===== src/rtl/ecc_pkg.sv =====
// Shared Hamming(7,4) definitions: codeword type, bit positions, encoder states and
// the reference nibble encoder used by both the encoder and the downstream decoder.
package ecc_pkg;

  typedef logic [6:0] hamming74_cw_t;

  typedef enum logic [1:0] {
    IDLE   = 2'd0,
    FIRST  = 2'd1,
    SECOND = 2'd2
  } enc_state_t;

  // Codeword layout {D3,D2,D1,P4,D0,P2,P1}
  localparam int unsigned CW_P1 = 0;
  localparam int unsigned CW_P2 = 1;
  localparam int unsigned CW_D0 = 2;
  localparam int unsigned CW_P4 = 3;
  localparam int unsigned CW_D1 = 4;
  localparam int unsigned CW_D2 = 5;
  localparam int unsigned CW_D3 = 6;

  function automatic hamming74_cw_t hamming74_encode(input logic [3:0] d);
    hamming74_cw_t cw;
    cw        = '0;
    cw[CW_D0] = d[0];
    cw[CW_D1] = d[1];
    cw[CW_D2] = d[2];
    cw[CW_D3] = d[3];
    cw[CW_P1] = d[0] ^ d[1] ^ d[3];
    cw[CW_P2] = d[0] ^ d[2] ^ d[3];
    cw[CW_P4] = d[1] ^ d[2] ^ d[3];
    return cw;
  endfunction

endpackage


===== src/rtl/hamming74_enc_core.sv =====
// Combinational nibble -> Hamming(7,4) codeword with optional single-bit flip.
// err_pos 0 leaves the codeword clean; 1..7 flips codeword bit err_pos-1.
module hamming74_enc_core
  import ecc_pkg::*;
(
  input  logic [3:0]    i_nibble,
  input  logic [2:0]    i_err_pos,
  output hamming74_cw_t o_cw,
  output logic          o_inj
);

  hamming74_cw_t w_clean;
  hamming74_cw_t w_flip;

  always_comb begin
    w_clean = hamming74_encode(i_nibble);
    w_flip  = '0;
    if (i_err_pos != 3'd0) begin
      w_flip = 7'd1 << (i_err_pos - 3'd1);
    end
  end

  assign o_cw  = w_clean ^ w_flip;
  assign o_inj = (i_err_pos != 3'd0);

endmodule


===== src/rtl/hamming_byte_encoder_tx.sv =====
// Byte -> two Hamming(7,4) codewords, one per cycle; first codeword valid the cycle after
// acceptance. Output holds under backpressure; a new byte is taken only while the last codeword leaves.
module hamming_byte_encoder_tx
  import ecc_pkg::*;
#(
  parameter bit LO_FIRST = 1'b1,
  parameter int CNT_W    = 16
) (
  input  logic             clk,
  input  logic             rst,
  input  logic             in_valid,
  output logic             in_ready,
  input  logic [7:0]       in_byte,
  input  logic [2:0]       err_pos,
  output logic             out_valid,
  input  logic             out_ready,
  output logic [6:0]       out_codeword,
  output logic             out_last,
  output logic [CNT_W-1:0] cw_count,
  output logic [CNT_W-1:0] inj_count
);

  enc_state_t    r_state;
  enc_state_t    w_state_nxt;

  logic [7:0]    r_byte;
  hamming74_cw_t r_cw;
  logic          r_last;
  logic          r_inj;
  logic [CNT_W-1:0] r_cw_count;
  logic [CNT_W-1:0] r_inj_count;

  logic          w_accept;
  logic          w_load;
  logic          w_sel_second;
  logic          w_take_hi;
  logic [7:0]    w_src_byte;
  logic [3:0]    w_nibble;
  hamming74_cw_t w_cw;
  logic          w_inj;
  logic          w_handoff;

  always_ff @(posedge clk) begin
    if (rst) begin
      r_state <= IDLE;
    end else begin
      r_state <= w_state_nxt;
    end
  end

  always_comb begin
    w_state_nxt  = r_state;
    in_ready     = 1'b0;
    out_valid    = 1'b0;
    w_accept     = 1'b0;
    w_load       = 1'b0;
    w_sel_second = 1'b0;
    case (r_state)
      IDLE: begin
        in_ready = !rst;
        if (in_valid) begin
          w_accept    = 1'b1;
          w_load      = 1'b1;
          w_state_nxt = FIRST;
        end
      end
      FIRST: begin
        out_valid = 1'b1;
        if (out_ready) begin
          w_load       = 1'b1;
          w_sel_second = 1'b1;
          w_state_nxt  = SECOND;
        end
      end
      SECOND: begin
        out_valid = 1'b1;
        in_ready  = out_ready && !rst;
        if (out_ready) begin
          if (in_valid) begin
            w_accept    = 1'b1;
            w_load      = 1'b1;
            w_state_nxt = FIRST;
          end else begin
            w_state_nxt = IDLE;
          end
        end
      end
      default: begin
        w_state_nxt = IDLE;
      end
    endcase
  end

  // The second codeword always comes from the latched byte; the first from the live input.
  always_comb begin
    w_src_byte = w_sel_second ? r_byte : in_byte;
    w_take_hi  = LO_FIRST ? w_sel_second : !w_sel_second;
    w_nibble   = w_take_hi ? w_src_byte[7:4] : w_src_byte[3:0];
  end

  hamming74_enc_core u_enc_core (
    .i_nibble  (w_nibble),
    .i_err_pos (err_pos),
    .o_cw      (w_cw),
    .o_inj     (w_inj)
  );

  assign w_handoff = out_valid && out_ready;

  always_ff @(posedge clk) begin
    if (rst) begin
      r_byte <= '0;
      r_cw   <= '0;
      r_last <= 1'b0;
      r_inj  <= 1'b0;
    end else begin
      if (w_accept) begin
        r_byte <= in_byte;
      end
      if (w_load) begin
        r_cw   <= w_cw;
        r_inj  <= w_inj;
        r_last <= w_sel_second;
      end else if (w_handoff) begin
        r_last <= 1'b0;
      end
    end
  end

  always_ff @(posedge clk) begin
    if (rst) begin
      r_cw_count  <= '0;
      r_inj_count <= '0;
    end else if (w_handoff) begin
      r_cw_count <= r_cw_count + CNT_W'(1);
      if (r_inj) begin
        r_inj_count <= r_inj_count + CNT_W'(1);
      end
    end
  end

  assign out_codeword = r_cw;
  assign out_last     = r_last;
  assign cw_count     = r_cw_count;
  assign inj_count    = r_inj_count;

endmodule

===== config.mk =====
export PLATFORM = sky130hd
export DESIGN_NAME = hamming_byte_encoder_tx
export DESIGN_NICKNAME = d
export VERILOG_FILES = /design/src/rtl/ecc_pkg.sv /design/src/rtl/hamming74_enc_core.sv /design/src/rtl/hamming_byte_encoder_tx.sv
export SDC_FILE = /design/constraint.sdc
export NUM_CORES = 1
export LEC_CHECK = 0
export ABC_CLOCK_PERIOD_IN_PS = 3200
export CAP_MARGIN = 40
export CORE_MARGIN = 5
export CORE_UTILIZATION = 25
export CTS_CLUSTER_SIZE = 24
export DETAILED_ROUTE_END_ITERATION = 10
export MAX_ROUTING_LAYER = met4
export PLACE_DENSITY = 0.5
export REMOVE_ABC_BUFFERS = 1
export SKIP_LAST_GASP = 1
export SLEW_MARGIN = 20
export SYNTH_ARGS = -nofsm -noshare
export SYNTH_HDL_FRONTEND = slang
export SYNTH_SLANG_ARGS = --single-unit

===== constraint.sdc =====
create_clock -name clk -period 3.2 [get_ports clk]
set_input_delay 0.48 -clock clk [delete_from_list [all_inputs] [get_ports clk]]
set_output_delay 0.48 -clock clk [all_outputs]
set_load 0.01 [all_outputs]

After elaboration in Yosys (flattened, before gate mapping)
Cells that the tools add are included.
{"block": "word_totals", "regBits": 51, "input_bits": 15, "output_inout_bits": 42, "elab_cells": 50}
{"block": "classes", "addsub": 3, "n_eq_ne": 5, "n_shift": 1, "mux": 18, "n_bitwise": 7, "n_reduce_logical": 9}
{"operator": "$add 16x1->16 const B", "n": 2}
{"operator": "$mux 1", "n": 8}
{"operator": "$mux 8", "n": 1}
{"operator": "$mux 7", "n": 1}
{"operator": "$shl 1x3->7 const A", "n": 1}
{"operator": "$xor 7x7->7", "n": 1}
{"operator": "$mux 2", "n": 3}
{"operator": "$ne 2x2->1 const B", "n": 3}
{"operator": "$pmux 2 s3", "n": 1}
{"operator": "$xor 1x1->1", "n": 6}
{"operator": "$mux 4", "n": 1}
{"operator": "$pmux 1 s2", "n": 2}
{"operator": "$pmux 1 s3", "n": 1}
{"operator": "$reduce_and 3->1", "n": 1}
{"operator": "$reduce_bool 3->1", "n": 1}
{"operator": "$sub 3x1->3 const B", "n": 1}
{"operator": "$eq 2x1->1 const B", "n": 1}
{"operator": "$eq 2x2->1 const B", "n": 1}
{"operator": "$logic_and 1x1->1", "n": 2}
{"operator": "$logic_not 2->1", "n": 1}
{"operator": "$reduce_and 2->1", "n": 1}
{"operator": "$reduce_bool 2->1", "n": 1}
{"operator": "$reduce_or 2->1", "n": 1}
{"operator": "$logic_not 1->1", "n": 1}

Logic depth before layout (Yosys ltp)
Gate-level depths: netlist of the first run.
{"block": "depth", "word_depth": 7, "ltp_mapped": 8, "ltp_nobuf": 6}

By module
Synthesis of the first run repeated with hierarchy kept, for this count alone.
{"block": "unflattened", "cells_unflattened": 259, "hier_area_um2": 2358.5}
{"module": "hamming_byte_encoder_tx", "n_inst": 1, "cells_each": 240, "area_each_um2": 2165.8, "seq_area_each_um2": 940.9}
{"module": "hamming74_enc_core", "n_inst": 1, "cells_each": 19, "area_each_um2": 192.7, "seq_area_each_um2": 0.0}

Worst setup path after synthesis of the first run
OpenSTA, ideal clock, no wires.
{"block": "synth_timing", "path_type": "reg2reg", "startpoint": "reg r_state[0]", "endpoint": "reg r_inj_count[13] (netlist: inj_count[13])", "setup_time_ns": 0.070, "arrival_time_ns": 2.028, "required_ns": 3.130, "setup_slack_ns": 1.102, "path_stages_with_launch": 7, "path_buffers": 0, "period_less_slack_ns": 2.098, "cell_sequence": "dfxtp_1 > inv_1 > ha_1 > nand3_2 > or4_4 > or4_1 > a21oi_1"}
{"block": "synth_via", "elab_chain_cells": 5, "elab_cells_between_ends": 6, "cone_classes": "eq/ne (2); mux (1); reduce/logical (3)"}
{"item": "start, declared", "line_no": "hamming_byte_encoder_tx.sv:23", "source": "enc_state_t r_state;"}
{"item": "start signal, assigned", "line_no": "hamming_byte_encoder_tx.sv:47", "source": "r_state <= w_state_nxt;"}
{"item": "$eq 2x2->1 or $eq 2x1->1 (tied branches)", "line_no": "hamming_byte_encoder_tx.sv:58", "source": "case (r_state)"}
{"item": "$reduce_or 2->1 (no source line) (*)"}
{"item": "$mux 1 (*)", "line_no": "hamming_byte_encoder_tx.sv:58"}
{"item": "named net out_valid", "line_no": "hamming_byte_encoder_tx.sv:15", "source": "output logic out_valid,"}
{"item": "$logic_and 1x1->1 (*)", "line_no": "hamming_byte_encoder_tx.sv:108", "source": "assign w_handoff = out_valid && out_ready;"}
{"item": "$reduce_and 2->1 (no source line) (*)"}
{"item": "end signal, assigned", "line_no": "hamming_byte_encoder_tx.sv:137", "source": "r_inj_count <= r_inj_count + CNT_W'(1);"}
{"item": "end, declared", "line_no": "hamming_byte_encoder_tx.sv:31", "source": "logic [CNT_W-1:0] r_inj_count;"}
The timed path passes the listed nets; every way through them passes the cells marked *.
A chain may end at the register's enable or synchronous reset.

Worst setup path after layout of the first run
{"block": "layout_timing", "startpoint": "reg r_state[0]", "endpoint": "out out_valid"}
{"block": "layout_via", "elab_chain_cells": 3, "elab_cells_between_ends": 4, "cone_classes": "eq/ne (2); mux (1); reduce/logical (1)"}
{"item": "$eq 2x2->1 or $eq 2x1->1 (tied branches)", "line_no": "hamming_byte_encoder_tx.sv:58"}
{"item": "$reduce_or 2->1 (no source line) (*)"}
{"item": "$mux 1 (*)", "line_no": "hamming_byte_encoder_tx.sv:58"}
{"item": "end, declared", "line_no": "hamming_byte_encoder_tx.sv:15"}
Mark *: on every way between the ends. The rest lies on a longest branch, timed or not.

==> results of run 1 <==
[state kept, by name, summed over array words and instances (netlist names)]
name,cells
inj_count,16
r_state,2
out_codeword,7
r_byte,4
cw_count,16
out_last,1
r_inj,1
[kinds of logic after synthesis]
group	after synthesis	synth area share
muxes	9	0.0377
and+or+nand+nor	124	0.261
xor gates and xnor gates	25	0.107
adders and majority gates	8	0.0413
DFF	47	0.388
buffers and inverters	24	0.0393
AOI/OAI and AO/OA	49	0.124
[final cells by class]
cell class	count	area [um^2]
clock buffer	6	72.6
multi-input combinational	215	1390
tap	133	166
sequential	47	941
timing repair buffer	60	586
fill	1030	6400
inverter	11	41.3
[through the flow]
step / hold slack (ns) / setup slack [ns] / instance area, um^2 / util
final: 0.454 / 0.894 / 3190 / 0.333
after global routing: 0.481 / 0.741 / 3190 / 0.333
after CTS: 0.461 / 0.865 / 3190 / 0.333
after detailed placement: 0.448 / 0.749 / 3120 / 0.325
after floorplan: 0.463 / 1.10 / 2370 / -
after global placement: 0.445 / 0.818 / 3120 / 0.325
[per-layer routing]
| metal | vias up | track usage | part of all wire | routed length, um |
|---|---|---|---|---|
| met5 | - | - | 0 | 0 |
| met4 | 0 | 0.0225 | 0.0079 | 47 |
| met3 | 5 | 0.0227 | 0.039 | 230 |
| met2 | 51 | 0.168 | 0.46 | 2740 |
| met1 | 990 | 0.147 | 0.49 | 2930 |
| li1 | 1106 | - | - | - |
[worst max-delay path: stages (launching register included)]
cell	delay [ns]
dfxtp_1	0.41
inv_1	0.09
ha_1	0.45
clkdlybuf4s50_1	0.59
[cells in the mapped netlist]
library cell  number  area (um^2)
a21boi_0           3         22.5
nand3b_1           3         22.5
a21bo_2            1         10.0
xnor2_1           16          140
and2_1             3         18.8
and3_1             6         37.5
a21o_1             1         7.51
nand2b_1           5         31.3
or4_1              1         7.51
or4_4              1         11.3
a31o_2             3         26.3
mux2_2             1         11.3
nor2b_1            4         25.0
clkbuf_1           8         30.0
nand3_2            1         10.0
a21oi_1           21          105
or2_2              2         12.5
nand2_1           16         60.1
o31ai_1            1         7.51
nand4_2            1         12.5
a211o_1            2         17.5
ha_1               8          100
dfxtp_1           47          941
a31oi_1            1         6.26
buf_2              4         20.0
or4b_1             1         10.0
o22ai_1            1         6.26
nand3_1           16         80.1
or3_1              7         43.8
mux2i_1            8         80.1
a211oi_1           4         30.0
xor2_1             6         52.6
nor3_1             9         45.0
nor4_1             5         31.3
o21ai_0            8         40.0
xnor3_1            3         67.6
inv_1             11         41.3
nand4_1            5         31.3
buf_1              1         3.75
o211ai_1           3         22.5
nor2_1            38          143
[worst min-delay path by stage]
stage                            to            start  cells after the start  slack (ns)
floorplan                 r_byte[4]        r_byte[4]                      2        0.46
global placement    out_codeword[6]  out_codeword[6]                      2        0.45
detailed placement  out_codeword[6]  out_codeword[6]                      2        0.45
CTS                 out_codeword[2]  out_codeword[2]                      2        0.46
global route        out_codeword[2]  out_codeword[2]                      2        0.48
finish              out_codeword[2]  out_codeword[2]                      2        0.45
[power by group through the flow]
stage          Combinational (mW)  Clock, mW  Sequential (mW)
2_1_floorplan               0.332          0            0.724
3_3_place_gp                0.574          0            0.717
3_5_place_dp                0.576          0            0.717
4_1_cts                     0.580      0.362            0.705
5_1_grt                     0.641      0.381            0.714
6_report                    0.575      0.334            0.703
==> metrics.md, run 1 <==
| Metric | Value |
|---|---|
| Crit. End Element | `primary output` |
| Congestion Overflow GR | `0` |
| Total power | `1.61 mW` |
| Synth warn | `0` |
| Max FO, Critical Path | `7` |
| Post-CTS Hold Buffers | `0` |
| Post-DP HPWL | `4.40 mm` |
| Clock buffer depth | `2` |
| Via count | `2152` |
| PwrDens | `505 nW/um^2` |
| Die Area | `11800 um^2` |
| Unrepaired setup endpoints after global routing | `false` |
| Number of max-cap violations | `0` |
| Combinational share of power | `0.357` |
| Post-Route Skew | `0.00657 ns` |
| Worst slew margin | `0.652` |
| TritonCTS Buffers | `5` |
| H-Tree Depth | `2` |
| Class of the worst hold path | `reg2reg` |
| Highest clock rate | `434 MHz` |
| Number of global-route vias before repair | `roughly 2000` |
| Die W | `approximately 110 um` |
| Die Ht | `108 um` |
| Final net count | `363` |
| RR Endpoint | `inj_count[13]` |
| Starting density of the core | `0.252` |
| Sw frac | `0.329` |
| Post-Syn Area per Cell | `8.47 um^2` |
| Worst R2R Path Depth | `6` |
| Worst EP arrival | `1.83 ns` |
| Setup TNS | `0 ns` |
| DRC marker count from the first detailed-route iteration | `53` |
| Post-placement cell count | `466` |
| Most common cell after layout, fill and taps aside | `clkdlybuf4s50_1` |
| Switching power | `0.529 mW` |
| Detailed Route WL | `roughly 6.0 mm` |
| Area delta synth->final | `31.8%` |
| Clock sinks | `47` |
| Min Tclk post-route | `around 2.3 ns` |
| Post-Synthesis Cells | `286` |
| Post-synth cell types | `41` |
| Initial antenna violation count | `0` |
| WP data required | `2.72 ns` |
| VDD IR max | `0.273 mV` |
| Worst-Margin Slew | `0.522 ns` |
| Fin cells | `472` |
| Pleak | `1.14 nW` |
| Syn Std Cell Area | `around 2400 um^2` |
| Max-slew violations | `0` |
| Largest net degree at the start of global routing | `51` |
| IO Pins | `57` |
| CP Capture Point | `out_valid` |
| Setup violators final | `0` |
| CTS clk-pin slew, worst paths | `around 0.080 ns` |
| TritonCTS clock tree | `yes` |
| Setup crit start | `r_state[0]` |
| Routability cong. | `about 0.77` |
| Routed Antenna Nets | `0` |
| Critical path launch point type | `flip-flop` |
| Drt first pass iters | `4` |
| CP Class | `reg2out` |
| Global-route wire length before repair | `about 10 mm` |
| IO Port Bufs | `56` |
| Int Power | `1.08 mW` |
| R2r setup slk | `0.91 ns` |
| Share of cells above drive strength 1 | `0.0590` |
| Seq pwr share | `0.436` |
| DRC | `0` |
| Post-synthesis sequential area ratio | `0.388` |
| Clock root cell | `clkbuf_8` |
| Clock Latency Late Sink | `roughly 0.29 ns` |
| Final worst-path cycle share | `0.721` |
| Crit Reg-Reg Startpoint | `r_state[0]` |
| # rows | `36` |
| # resized after CTS | `0` |
| GRT Total Usage | `0.109` |
| Hold Fails Final Rpt | `0` |
| Clock power frac | `0.207` |
| Post-DR wirelength/cell | `12.6 um` |
| Core Area | `9590 um^2` |
| Post-DR vias/cell | `~4.6` |
| Post-CTS Setup Bufs | `0` |
| Most frequent cells in the layout | `55 x clkdlybuf4s50_1, 47 x dfxtp_1, 38 x nor2_1` |
| Outcome | `complete, no violations` |
| Antenna diodes | `0` |
| Yosys reg bits | `47` |
Power figures use the tool's default switching activity.
==> inputs of run 2 (changes only) <==
Settings changed: ABC_CLOCK_PERIOD_IN_PS 3200 to 2350.
Clock period 3.2 ns to 2.35 ns, I/O delays scaled along.
==> metrics.md, run 2 (synthesized netlist as in run 1, its figures left out) <==
| Metric | Value |
|---|---|
| Crit. End Element | `primary output` |
| Max FO, Critical Path | `6` |
| Die Ht | `108 um` |
| Post-DP HPWL | `4.70 mm` |
| Final net count | `368` |
| Setup violators final | `0` |
| Highest clock rate | `455 MHz` |
| Core Area | `9590 um^2` |
| Max-slew violations | `0` |
| Initial antenna violation count | `0` |
| Share of cells above drive strength 1 | `0.0727` |
| Post-CTS Hold Buffers | `0` |
| Post-placement cell count | `471` |
| Fin cells | `approximately 480` |
| Hold Fails Final Rpt | `0` |
| PwrDens | `approximately 700 nW/um^2` |
| Routability cong. | `0.754` |
| Detailed Route WL | `6.17 mm` |
| Clock Latency Late Sink | `just under 0.3 ns` |
| DRC marker count from the first detailed-route iteration | `44` |
| Multi-input combinational cell area | `1390 um^2` |
| CTS clk-pin slew, worst paths | `~0.08 ns` |
| # resized after CTS | `0` |
| IO Pins | `57` |
| Unrepaired setup endpoints after global routing | `false` |
| Worst EP arrival | `about 1.9 ns` |
| WP data required | `2.00 ns` |
| Most frequent cells in the layout | `55 x clkdlybuf4s50_1, 47 x dfxtp_1, 38 x nor2_1` |
| Clock power frac | `0.205` |
| Post-CTS Setup Bufs | `0` |
| TritonCTS Buffers | `5` |
| Clock buffer depth | `2` |
| Clock root cell | `clkbuf_8` |
| Worst-Margin Slew | `between 0.5 and 0.6 ns` |
| Global-route wire length before repair | `10.0 mm` |
| # rows | `36` |
| VDD IR max | `slightly above 0.3 mV` |
| Post-Route Skew | `0.00424 ns` |
| Sw frac | `0.327` |
| Largest net degree at the start of global routing | `51` |
| Post-DR wirelength/cell | `12.9 um` |
| TritonCTS clock tree | `yes` |
| DRC | `0` |
| Post-DR vias/cell | `4.50` |
| # fillers | `1015` |
| Antenna diodes | `0` |
| Die W | `108 um` |
| Via count | `about 2100` |
| Combinational share of power | `0.365` |
| Drt first pass iters | `4` |
| Clock sinks | `47` |
| H-Tree Depth | `2` |
| Die Area | `11800 um^2` |
| Class of the worst hold path | `reg2reg` |
| Critical path launch point type | `flip-flop` |
| Most common cell after layout, fill and taps aside | `clkdlybuf4s50_1` |
| Starting density of the core | `0.252` |
| Fin util | `0.337` |
| Number of global-route vias before repair | `2047` |
| Int Power | `around 1.5 mW` |
| Setup TNS | `0 ns` |
| IO Port Bufs | `56` |
| CP Class | `reg2out` |
| Switching power | `0.726 mW` |
| Area delta synth->final | `33.4%` |
| Routed Antenna Nets | `0` |
| Register area | `941 um^2` |
| Min Tclk post-route | `approximately 2.2 ns` |
| Number of max-cap violations | `0` |
| Post-route cell area | `3230 um^2` |
| Area post-placement | `between 3000 and 4000 um^2` |
| Outcome | `complete, no violations` |
| Seq pwr share | `0.431` |
| GRT Total Usage | `0.110` |
| Pleak | `1.17 nW` |
| Final worst-path cycle share | `0.936` |
| Worst slew margin | `0.634` |
| Congestion Overflow GR | `0` |
## run 2: cell count changes in the layout (fill, tap and decap cells not counted)
| cell | change |
|---|---|
| buf_4 | +5 |
## run 2: final cells by class
cell class                 instances  share of cell area
multi-input combinational        215               0.429
sequential                        47               0.291
inverter                          11              0.0128
clock buffer                       6              0.0225
timing repair buffer              65               0.193
tap                              133              0.0515
## run 2: final timing paths
| path | from | endpoint | slack (ns) | cells after the start |
|---|---|---|---|---|
| max | r_state[0] | out_valid | 0.15 | 4 |
| min | out_codeword[4] | out_codeword[4] | 0.45 | 2 |
| max reg2reg | r_state[0] | inj_count[13] | 0.27 | 6 |
| min reg2reg | out_codeword[4] | out_codeword[4] | 0.45 | 2 |
## run 2: worst max-delay path, stage by stage (launching register included)
cell             delay (ns)
dfxtp_1                0.42
inv_1                  0.09
ha_1                   0.33
buf_4                  0.14
clkdlybuf4s50_1        0.57
## run 2: routing by layer
| metal | part of all wire | global-route usage | up-vias |
|---|---|---|---|
| met3 | 0.053 | 0.0316 | 10 |
| met2 | 0.46 | 0.173 | 45 |
| li1 | - | - | 1106 |
| met5 | 0 | - | - |
| met4 | 0.019 | 0.0370 | 0 |
| met1 | 0.47 | 0.135 | 987 |
## run 2: power groups by stage
stage | Clock (mW) | Sequential, mW | Combinational (mW)
final | 0.455 | 0.957 | 0.811
after CTS | 0.485 | 0.959 | 0.825
after global placement | 0 | 0.976 | 0.809
after detailed placement | 0 | 0.976 | 0.818
after floorplan | 0 | 0.985 | 0.452
after global routing | 0.506 | 0.969 | 0.908
## run 2: metrics by stage
step	power [mW]	hold WS, ns	setup WS (ns)
floorplan	1.44	0.422	0.253
global placement	1.79	0.445	0.153
detailed placement	1.79	0.448	0.131
CTS	2.27	0.459	0.114
global route	2.38	0.479	0.0188
finish	2.22	0.454	0.152
==> inputs of run 3 (changes only) <==
Settings changed: CTS_BUF_LIST set to sky130_fd_sc_hd__clkbuf_16, GPL_ROUTABILITY_DRIVEN set to 0.
==> metrics.md, run 3 (synthesized netlist as in run 1, its figures left out) <==
| Metric | Value |
|---|---|
| Crit Reg-Reg Startpoint | `r_state[0]` |
| Worst hold path endpoint | `out_codeword[4]` |
| Most common cell after layout, fill and taps aside | `clkdlybuf4s50_1` |
| GRT Total Usage | `0.109` |
| Global-route wire length before repair | `9.99 mm` |
| Antenna diodes | `0` |
| Worst slew margin | `0.632` |
| IO Pins | `57` |
| TritonCTS Buffers | `5` |
| Number of global-route vias before repair | `just over 2000` |
| Pleak | `1.20 nW` |
| Hold Fails Final Rpt | `0` |
| # resized after CTS | `0` |
| Via count | `2153` |
| Hold Path Stages | `2` |
| IO Port Bufs | `56` |
| Final worst-path cycle share | `0.926` |
| Fin cells | `approximately 480` |
| Number of max-cap violations | `0` |
| Most frequent cells in the layout | `55 x clkdlybuf4s50_1, 47 x dfxtp_1, 38 x nor2_1` |
| Routed Antenna Nets | `0` |
| Highest clock rate | `459 MHz` |
| Post-DP HPWL | `approximately 4.7 mm` |
| H-Tree Depth | `2` |
| Unrepaired setup endpoints after global routing | `false` |
| TritonCTS clock tree | `yes` |
| Post-DR vias/cell | `4.51` |
| Int Power | `1.68 mW` |
| Clock power frac | `0.271` |
| Crit path largest cell delay | `around 0.57 ns` |
| Die W | `approximately 110 um` |
| R2r setup slk | `0.28 ns` |
| Worst EP arrival | `1.82 ns` |
| Setup TNS | `0 ns` |
| Final net count | `368` |
| Die Area | `11800 um^2` |
| RR Endpoint | `inj_count[13]` |
| Setup violators final | `0` |
| Combinational share of power | `0.334` |
| Hold Startpoint | `out_codeword[4]` |
| Seq pwr share | `0.396` |
| Post-CTS Setup Bufs | `0` |
| Die Ht | `108 um` |
| DRC | `0` |
| Post-Route Skew | `0.00303 ns` |
| Core Area | `9590 um^2` |
| Initial antenna violation count | `0` |
| Worst path slowest cell | `clkdlybuf4s50_1` |
| Congestion Overflow GR | `0` |
| Post-DR wirelength/cell | `about 13 um` |
| Worst R2R Path Depth | `6` |
| Drt first pass iters | `4` |
| Post-route cell area | `3290 um^2` |
| CP Class | `reg2out` |
| Clock sinks | `47` |
| Starting density of the core | `0.252` |
| Largest net degree at the start of global routing | `approximately 50` |
| WP data required | `approximately 2 ns` |
| Share of cells above drive strength 1 | `0.0727` |
| Outcome | `complete, no violations` |
| DRC marker count from the first detailed-route iteration | `44` |
| Setup crit start | `r_state[0]` |
| # rows | `36` |
| Clock Latency Late Sink | `0.28 ns` |
| Class of the worst hold path | `reg2reg` |
| Post-placement cell count | `between 400 and 500` |
| Detailed Route WL | `6.13 mm` |
| CTS clk-pin slew, worst paths | `about 0.06 ns` |
| VDD IR max | `0.314 mV` |
| CP Cell Sequence | `inv_1, ha_1, buf_4, clkdlybuf4s50_1` |
| PwrDens | `736 nW/um^2` |
| Critical path launch point type | `flip-flop` |
| Area delta synth->final | `35.7%` |
| Worst-Margin Slew | `0.552 ns` |
| Switching power | `0.743 mW` |
| Max FO, Critical Path | `6` |
| Crit. End Element | `primary output` |
| Area post-placement | `3160 um^2` |
| Clock buffer depth | `2` |
| Min Tclk post-route | `~2.2 ns` |
| Post-CTS Hold Buffers | `0` |
| Clock root cell | `clkbuf_16` |
| Sw frac | `0.307` |
| Max-slew violations | `0` |
-- run 3: cell count changes in the layout (fill, tap and decap cells not counted) --
cell | before | now
clkbuf_16 | 0 | 5
clkbuf_8 | 5 | 0
clkbuf_1 | 1 | 0
inv_1 | 11 | 12
-- run 3: worst max-delay path by stage --
stage / endpoint / cells past startpoint
5_1_grt: out_valid / 4
4_1_cts: out_valid / 4
2_1_floorplan: inj_count[13] / 6
6_report: out_valid / 4
3_3_place_gp: out_codeword[3] / 6
3_5_place_dp: out_codeword[3] / 6
-- run 3: cell type report --
type | count | area, um^2
Tap cell | 133 | 166
Timing Repair Buffer | 65 | 623
Clock inverter | 1 | 3.75
Sequential cell | 47 | 941
Inverter | 11 | 41.3
Clock buffer | 5 | 125
Fill cell | 1012 | 6310
Multi-Input combinational cell | 215 | 1390
-- run 3: power by group through the flow --
stage / Combinational [mW] / Sequential (mW) / Clock, mW
3_3_place_gp: 0.809 / 0.976 / 0
2_1_floorplan: 0.452 / 0.985 / 0
3_5_place_dp: 0.818 / 0.976 / 0
4_1_cts: 0.824 / 0.960 / 0.683
6_report: 0.808 / 0.958 / 0.655
5_1_grt: 0.907 / 0.970 / 0.705
-- run 3: per-layer routing --
metal  share of wire  global-route usage  vias to the layer above
li1                -                   -                     1108
met2            0.45               0.171                       45
met5               0                   -                        -
met3           0.053              0.0316                        9
met1            0.47               0.135                      991
met4           0.019              0.0370                        0
-- run 3: stage by stage --
step	total power [mW]	worst slack [ns]	utilization	hold WS, ns
2_1_floorplan	1.44	0.253	-	0.422
3_3_place_gp	1.79	0.153	0.329	0.445
3_5_place_dp	1.79	0.131	0.329	0.448
4_1_cts	2.47	0.140	0.343	0.455
5_1_grt	2.58	0.0528	0.343	0.475
6_report	2.42	0.173	0.343	0.451
-- run 3: critical path, delay by kind of cell (launching register included) --
family	cells	cell delay [ns]
buffers and inverters	3	0.80
DFF	1	0.41
adders and majority gates	1	0.33
